===== src/rtl/pc_cp0_unit_if.sv =====
`default_nettype none
// ============================================================================
// pc_cp0_unit_if : MTC0/MFC0 access bus between the datapath and the CP0 unit
// Revision 1.0
// ============================================================================
interface pc_cp0_unit_if;
   logic        CP0_WE;
   logic [4:0]  CP0_Addr;
   logic [31:0] CP0_WData;
   logic [31:0] CP0_RData;

   modport master (
      output CP0_WE,
      output CP0_Addr,
      output CP0_WData,
      input  CP0_RData
   );

   modport slave (
      input  CP0_WE,
      input  CP0_Addr,
      input  CP0_WData,
      output CP0_RData
   );
endinterface
`default_nettype wire


===== src/rtl/pc_cp0_unit.sv =====
`default_nettype none
// ============================================================================
// pc_cp0_unit : program counter plus CP0 Status/Cause/EPC/PrID and interrupts
// Revision 1.0
// ============================================================================
module pc_cp0_unit #(
   parameter logic [31:0] RESET_PC = 32'h00000000,
   parameter logic [31:0] PRID     = 32'h00000001
) (
   input  wire logic        clk,
   input  wire logic        rst_n,
   input  wire logic [31:0] PC_D,
   input  wire logic        PCWrite,
   input  wire logic        PCWriteCond,
   input  wire logic        Zero,
   input  wire logic        ExcEnter,
   input  wire logic [4:0]  ExcCode,
   input  wire logic        ERET,
   input  wire logic [5:0]  IntReq,
   pc_cp0_unit_if.slave     cp0,
   output logic [31:0]      PC_Q,
   output logic [31:0]      EPC_Q,
   output logic [31:0]      Status_Q,
   output logic [31:0]      Cause_Q,
   output logic             IntPending
);

   localparam logic [4:0] ADDR_STATUS = 5'd12;
   localparam logic [4:0] ADDR_CAUSE  = 5'd13;
   localparam logic [4:0] ADDR_EPC    = 5'd14;
   localparam logic [4:0] ADDR_PRID   = 5'd15;

   logic [31:0] pc;
   logic [31:0] epc;
   logic [5:0]  im;
   logic        exl;
   logic        ie;
   logic [5:0]  int_sync;
   logic [5:0]  ip;
   logic [4:0]  exc_code;

   logic        pc_we;
   logic [31:0] pc_minus4;
   logic [31:0] exc_epc;
   logic        mtc0_status;
   logic        mtc0_epc;

   assign pc_we       = PCWrite | (PCWriteCond & Zero);
   assign pc_minus4   = pc - 32'd4;
   assign exc_epc     = (ExcCode == 5'd0) ? pc : pc_minus4;
   assign mtc0_status = cp0.CP0_WE && (cp0.CP0_Addr == ADDR_STATUS);
   assign mtc0_epc    = cp0.CP0_WE && (cp0.CP0_Addr == ADDR_EPC);

   always_ff @(posedge clk or negedge rst_n) begin
      if (!rst_n) begin
         pc <= RESET_PC;
      end else if (pc_we) begin
         pc <= PC_D;
      end
   end

   // ip is the second synchronizer stage, giving two-edge latency from IntReq
   always_ff @(posedge clk or negedge rst_n) begin
      if (!rst_n) begin
         int_sync <= 6'd0;
         ip       <= 6'd0;
      end else begin
         int_sync <= IntReq;
         ip       <= int_sync;
      end
   end

   // ExcEnter beats ERET beats MTC0; a losing MTC0 is dropped completely
   always_ff @(posedge clk or negedge rst_n) begin
      if (!rst_n) begin
         epc      <= 32'd0;
         im       <= 6'd0;
         exl      <= 1'b0;
         ie       <= 1'b0;
         exc_code <= 5'd0;
      end else if (ExcEnter) begin
         exc_code <= ExcCode;
         exl      <= 1'b1;
         epc      <= {exc_epc[31:2], 2'b00};
      end else if (ERET) begin
         exl <= 1'b0;
      end else if (mtc0_status) begin
         im  <= cp0.CP0_WData[15:10];
         exl <= cp0.CP0_WData[1];
         ie  <= cp0.CP0_WData[0];
      end else if (mtc0_epc) begin
         epc <= {cp0.CP0_WData[31:2], 2'b00};
      end
   end

   always_comb begin
      Status_Q        = 32'd0;
      Status_Q[15:10] = im;
      Status_Q[1]     = exl;
      Status_Q[0]     = ie;
      Cause_Q         = 32'd0;
      Cause_Q[15:10]  = ip;
      Cause_Q[6:2]    = exc_code;
   end

   always_comb begin
      case (cp0.CP0_Addr)
         ADDR_STATUS: cp0.CP0_RData = Status_Q;
         ADDR_CAUSE:  cp0.CP0_RData = Cause_Q;
         ADDR_EPC:    cp0.CP0_RData = epc;
         ADDR_PRID:   cp0.CP0_RData = PRID;
         default:     cp0.CP0_RData = 32'd0;
      endcase
   end

   assign PC_Q       = pc;
   assign EPC_Q      = epc;
   assign IntPending = ie & ~exl & (|(ip & im));

endmodule
`default_nettype wire


===== src/flat_wrapper.sv =====
// flat-port wrapper written by rule: the top's interface ports become plain ports
module pc_cp0_unit_flat 
#(
   parameter logic [31:0] RESET_PC = 32'h00000000,
   parameter logic [31:0] PRID     = 32'h00000001
)
  (clk, rst_n, PC_D, PCWrite, PCWriteCond, Zero, ExcEnter, ExcCode, ERET, IntReq, PC_Q, EPC_Q, Status_Q, Cause_Q, IntPending, cp0_CP0_WE, cp0_CP0_Addr, cp0_CP0_WData, cp0_CP0_RData);
  pc_cp0_unit_if cp0_i ();
  input  wire logic clk;
  input  wire logic rst_n;
  input  wire logic [31:0] PC_D;
  input  wire logic PCWrite;
  input  wire logic PCWriteCond;
  input  wire logic Zero;
  input  wire logic ExcEnter;
  input  wire logic [4:0] ExcCode;
  input  wire logic ERET;
  input  wire logic [5:0] IntReq;
  output logic [31:0] PC_Q;
  output logic [31:0] EPC_Q;
  output logic [31:0] Status_Q;
  output logic [31:0] Cause_Q;
  output logic IntPending;
  input wire logic [$bits(cp0_i.CP0_WE)-1:0] cp0_CP0_WE;
  input wire logic [$bits(cp0_i.CP0_Addr)-1:0] cp0_CP0_Addr;
  input wire logic [$bits(cp0_i.CP0_WData)-1:0] cp0_CP0_WData;
  output wire logic [$bits(cp0_i.CP0_RData)-1:0] cp0_CP0_RData;
  assign cp0_i.CP0_WE = cp0_CP0_WE;
  assign cp0_i.CP0_Addr = cp0_CP0_Addr;
  assign cp0_i.CP0_WData = cp0_CP0_WData;
  assign cp0_CP0_RData = cp0_i.CP0_RData;
  pc_cp0_unit #(.RESET_PC(RESET_PC), .PRID(PRID)) u_core (.clk(clk), .rst_n(rst_n), .PC_D(PC_D), .PCWrite(PCWrite), .PCWriteCond(PCWriteCond), .Zero(Zero), .ExcEnter(ExcEnter), .ExcCode(ExcCode), .ERET(ERET), .IntReq(IntReq), .cp0(cp0_i), .PC_Q(PC_Q), .EPC_Q(EPC_Q), .Status_Q(Status_Q), .Cause_Q(Cause_Q), .IntPending(IntPending));
endmodule

===== config.mk =====
export PLATFORM = sky130hd
export DESIGN_NAME = pc_cp0_unit_flat
export DESIGN_NICKNAME = d
export VERILOG_FILES = /design/src/rtl/pc_cp0_unit_if.sv /design/src/rtl/pc_cp0_unit.sv /design/src/flat_wrapper.sv
export SDC_FILE = /design/constraint.sdc
export NUM_CORES = 1
export LEC_CHECK = 0
export CORE_AREA = 2 2 132 134
export CTS_BUF_LIST = sky130_fd_sc_hd__clkbuf_2 sky130_fd_sc_hd__clkbuf_4 sky130_fd_sc_hd__clkbuf_8
export CTS_CLUSTER_SIZE = 10
export DETAILED_ROUTE_END_ITERATION = 10
export DIE_AREA = 0 0 134 136
export GPL_TIMING_DRIVEN = 0
export HOLD_SLACK_MARGIN = 0.05
export PLACE_DENSITY = 0.71
export SLEW_MARGIN = 20
export SYNTH_ARGS = -nofsm -noshare
export SYNTH_HDL_FRONTEND = slang
export SYNTH_SLANG_ARGS = --single-unit

===== constraint.sdc =====
create_clock -name clk -period 2.3 [get_ports clk]
set_input_delay 0.23 -clock clk [delete_from_list [all_inputs] [get_ports clk]]
set_output_delay 0.23 -clock clk [all_outputs]
set_load 0.02 [all_outputs]

==> impl_metrics.csv <==
group,metric,value,unit
grt,overflow,0,
finish,nFillCells,1569,
clock_tree,ctsHtreeMaxLevel,3,
place,hpwl,12500,um
routing,antenna_left,0,
floorplanning,start_util,0.291,
floorplanning,design.die.area,18200,sq um
sta,fin_crit,2.24,ns
finish,nNetsFinal,801,
sta,maxSlewHeadroom,0.459,
place,dp_cells,914,
synth,syn_inst,444,
floorplanning,core,16900,sq um
worst_setup_path,crit_type,"register to register",
power_and_ir_drop,p_leak,3.76,nW
sta,period_share,0.974,
clock_tree,clock_path_buffers,2,
synth,ys_ff_latch,87,
power_and_ir_drop,p_int,2.88,mW
routing,drtIter0Drc,117,
worst_setup_path,worstSetupEndpointType,"register",
place,placement.io_buffers,198,
worst_setup_path,path_delay_family,"simple AND/OR/NAND/NOR gates",
worst_setup_path,r2r_slack,0.06,ns
worst_setup_path,crit_cells,6,
finish,drive_gt1_frac,0.222,
synth,synth-seq-area-share,0.443,
synth,synth_top_area_frac,0.443,
clock_tree,clk_pin_slew,0.09,ns
outcome,status,"finished, final reports clean",
worst_setup_path,r2r_end,"u_core.EPC_Q[30]",
power_and_ir_drop,ir_drop,0.300,mV
synth,synthTopCellsByArea,"dfrtp_1 44%, mux2i_1 13%, mux2_2 10%, buf_4 7.5%, and3_1 2.9%",
finish,postLayoutCellArea,7860,sq um
worst_setup_path,startpoint_type,"register",
sta,skew,0.0152,ns
worst_setup_path,r2r_cells,6,
routing,drc_errors,0,
power_and_ir_drop,power_frac_comb,0.326,
worst_setup_path,cp_slowest_cell,"or4_4",
place,place.gp.congestion,0.772,
floorplanning,rows,48,
sta,setup_viol,0,
sta,hold_viol,0,
power_and_ir_drop,sw_frac_of_total,0.338,
finish,layout.cells.non_filler,941,
worst_setup_path,cp_num_buf_inv,1,
power_and_ir_drop,p_clk_frac,0.237,
clock_tree,cts_buffers,9,
clock_tree,clock-sinks,87,
routing,routed_wl,15800,um
worst_setup_path,cp-endpoint,"u_core.EPC_Q[30]",
clock_tree,cts_tree,"yes",
synth,synth-main-ff-cell,"dfrtp_1",
synth,yosys.area.top_type,"dfrtp_1",
synth,synth_cell_types,43,
finish,diodes,0,
sta,worstMarginPinSlew,0.812,ns
finish,seqCellArea,2180,sq um
worst_setup_path,cp_cell_sequence,"or4_4 -> or3_4 -> buf_12 -> nor4_4 -> xnor2_1 -> mux2i_1",
power_and_ir_drop,powerDensity,554,nW/um^2
routing,drtPass1Iterations,5,
sta,slew_viol_final,0,
worst_hold_path,min_path_type,"primary input to register",
synth,synth_area,4920,sq um
finish,syn_to_final_growth,59.8,%
synth,ys_warn_count,0,
grt,grt_pass1_wl,23200,um
grt,antenna_found_initial,0,
run,cap_viol_max_count,0,
floorplanning,die_h,136,um
clock_tree,root_buffer,"clkbuf_8",
worst_setup_path,worstReg2RegStart,"u_core.PC_Q[7]",
finish,multi_input_area,2590,sq um
routing,avgRoutedWirePerCell,16.8,um
floorplanning,io_pins,249,
worst_setup_path,worstPathArrival,2.47,ns
grt,grt_pass1_vias,4087,
routing,via_per_inst,4.42,
power_and_ir_drop,seq_power_share,0.438,
floorplanning,die_x,134,um
grt,grt_max_degree,59,
synth,avgSynthCellArea,11.1,sq um
synth,synth-async-reset-ratio,1.00,
clock_tree,clk_latency,0.38,ns
place,placed_area,7380,sq um
routing,vias,4160,
synth,synth_edf_count,0,
sta,max_freq,446,MHz
worst_setup_path,path_max_fanout,10,
worst_setup_path,crit_start,"u_core.PC_Q[7]",
worst_setup_path,cp.required,2.53,ns
worst_setup_path,max_stage_delay,0.55,ns
power_and_ir_drop,power.switching,1.47,mW
grt,grt_use_total,0.170,
## synth_stat cells (all sizes together), types with 9 or more instances
library cell  count
a21oi            10
mux2i            62
xnor2            15
xor2             13
nor2             32
mux2             44
clkbuf           15
and3             23
dfrtp            87
buf              56
nand4             9
nand2            10
nor4             12
## registers in the layout, summed over array words and instances (netlist names)
| register | cells |
|---|---|
| u_core.PC_Q | 32 |
| u_core.EPC_Q | 30 |
| u_core.im | 6 |
| u_core.int_sync | 6 |
| u_core.ip | 6 |
| u_core.exc_code | 5 |
| u_core.exl | 1 |
| u_core.ie | 1 |
## cell type report
| cell class | count | share of cell area |
|---|---|---|
| Inverter | 4 | 0.00191 |
| Sequential cell | 87 | 0.277 |
| Tap cell | 225 | 0.0358 |
| Multi-Input combinational cell | 328 | 0.329 |
| Timing Repair Buffer | 211 | 0.270 |
| Clock inverter | 4 | 0.00398 |
| Buffer | 71 | 0.0627 |
| Clock buffer | 11 | 0.0193 |
## kinds of logic (layout without fill, tap and decap cells)
logic type | Yosys count | count (layout) | synth area share
AND/OR/NAND/NOR | 120 | 120 | 0.147
multiplexers | 106 | 106 | 0.227
flip-flops | 87 | 87 | 0.443
buffers and inverters | 75 | 301 | 0.0972
XOR/XNOR | 28 | 28 | 0.0499
AO/OA/AOI/OAI | 26 | 26 | 0.0333
adder cells (fa/ha/maj) | 1 | 1 | 0.00254
other | 1 | 47 | 0.000762
## through the flow
step                 util  total power [mW]  hold WS, ns  worst slack, ns  TNS (ns)
global placement    0.436              3.29        0.334            -2.37   -222.55
finish              0.466              4.35        0.277           0.0587         0
detailed placement  0.438              3.31        0.129           -0.601    -17.10
floorplan               -              2.60      -0.0656           0.0295         0
global route        0.466              4.58        0.261          -0.0138   -0.0350
CTS                 0.452              4.37        0.260          0.00715         0
## power by group through the flow
stage,sequential (mW),combinational [mW],clock (mW)
2_1_floorplan,2.08,0.514,0
6_report,1.90,1.42,1.03
4_1_cts,1.90,1.40,1.07
3_3_place_gp,1.93,1.37,0
5_1_grt,1.93,1.52,1.13
3_5_place_dp,1.93,1.38,0
## cells in the final DEF, fill, tap and decap left out, types with 5 or more instances in the layout
cell type and n:
a21oi_1 10, a22oi_1 8, and3_1 23, buf_4 63
clkbuf_1 8, clkbuf_8 11, clkdlybuf4s50_1 183, conb_1 47
dfrtp_1 85, dlygate4sd2_1 5, dlymetal6s2s_1 9, mux2_2 44
mux2i_1 62, nand2_1 10, nand3_1 8, nand4_1 9
nor2_1 31, nor3_1 5, nor4_4 8, xnor2_1 13
xor2_1 13
## what timing repair did
| item | in CTS | in global routing |
|---|---|---|
| hold buffers | 1 | 0 |
| setup buffers | 0 | 11 |
| pin swaps | 3 | 16 |
| gates resized for setup | 24 | 32 |
| setup endpoints to repair | 41 | 37 |
| endpoints found under the hold margin | 29 | 0 |
## layer usage
metal	GRT usage	wire, um	part of all wire
met5	0	0	0
met4	0.0609	266	0.017
met3	0.0436	968	0.061
met2	0.291	7950	0.50
met1	0.207	6630	0.42
## worst reg2reg max path, cell delays in order (launching register included)
cell and delay, ns:
dfrtp_2 0.43, or4_4 0.55, or3_4 0.43, buf_12 0.18, nor4_4 0.28, xnor2_1 0.15, mux2i_1 0.09
## worst min path at each step
stage	slack, ns	depth (start not counted)	endpoint	start
after floorplan	-0.07	0	u_core.EPC_Q[10]	rst_n
after global placement	0.33	0	u_core.ip[1]	u_core.int_sync[1]
after detailed placement	0.13	1	u_core.PC_Q[16]	rst_n
after CTS	0.26	1	u_core.int_sync[0]	IntReq[0]
after global routing	0.26	1	u_core.int_sync[4]	IntReq[4]
final	0.28	1	u_core.int_sync[0]	IntReq[0]
(Power assumes the default switching activity.)
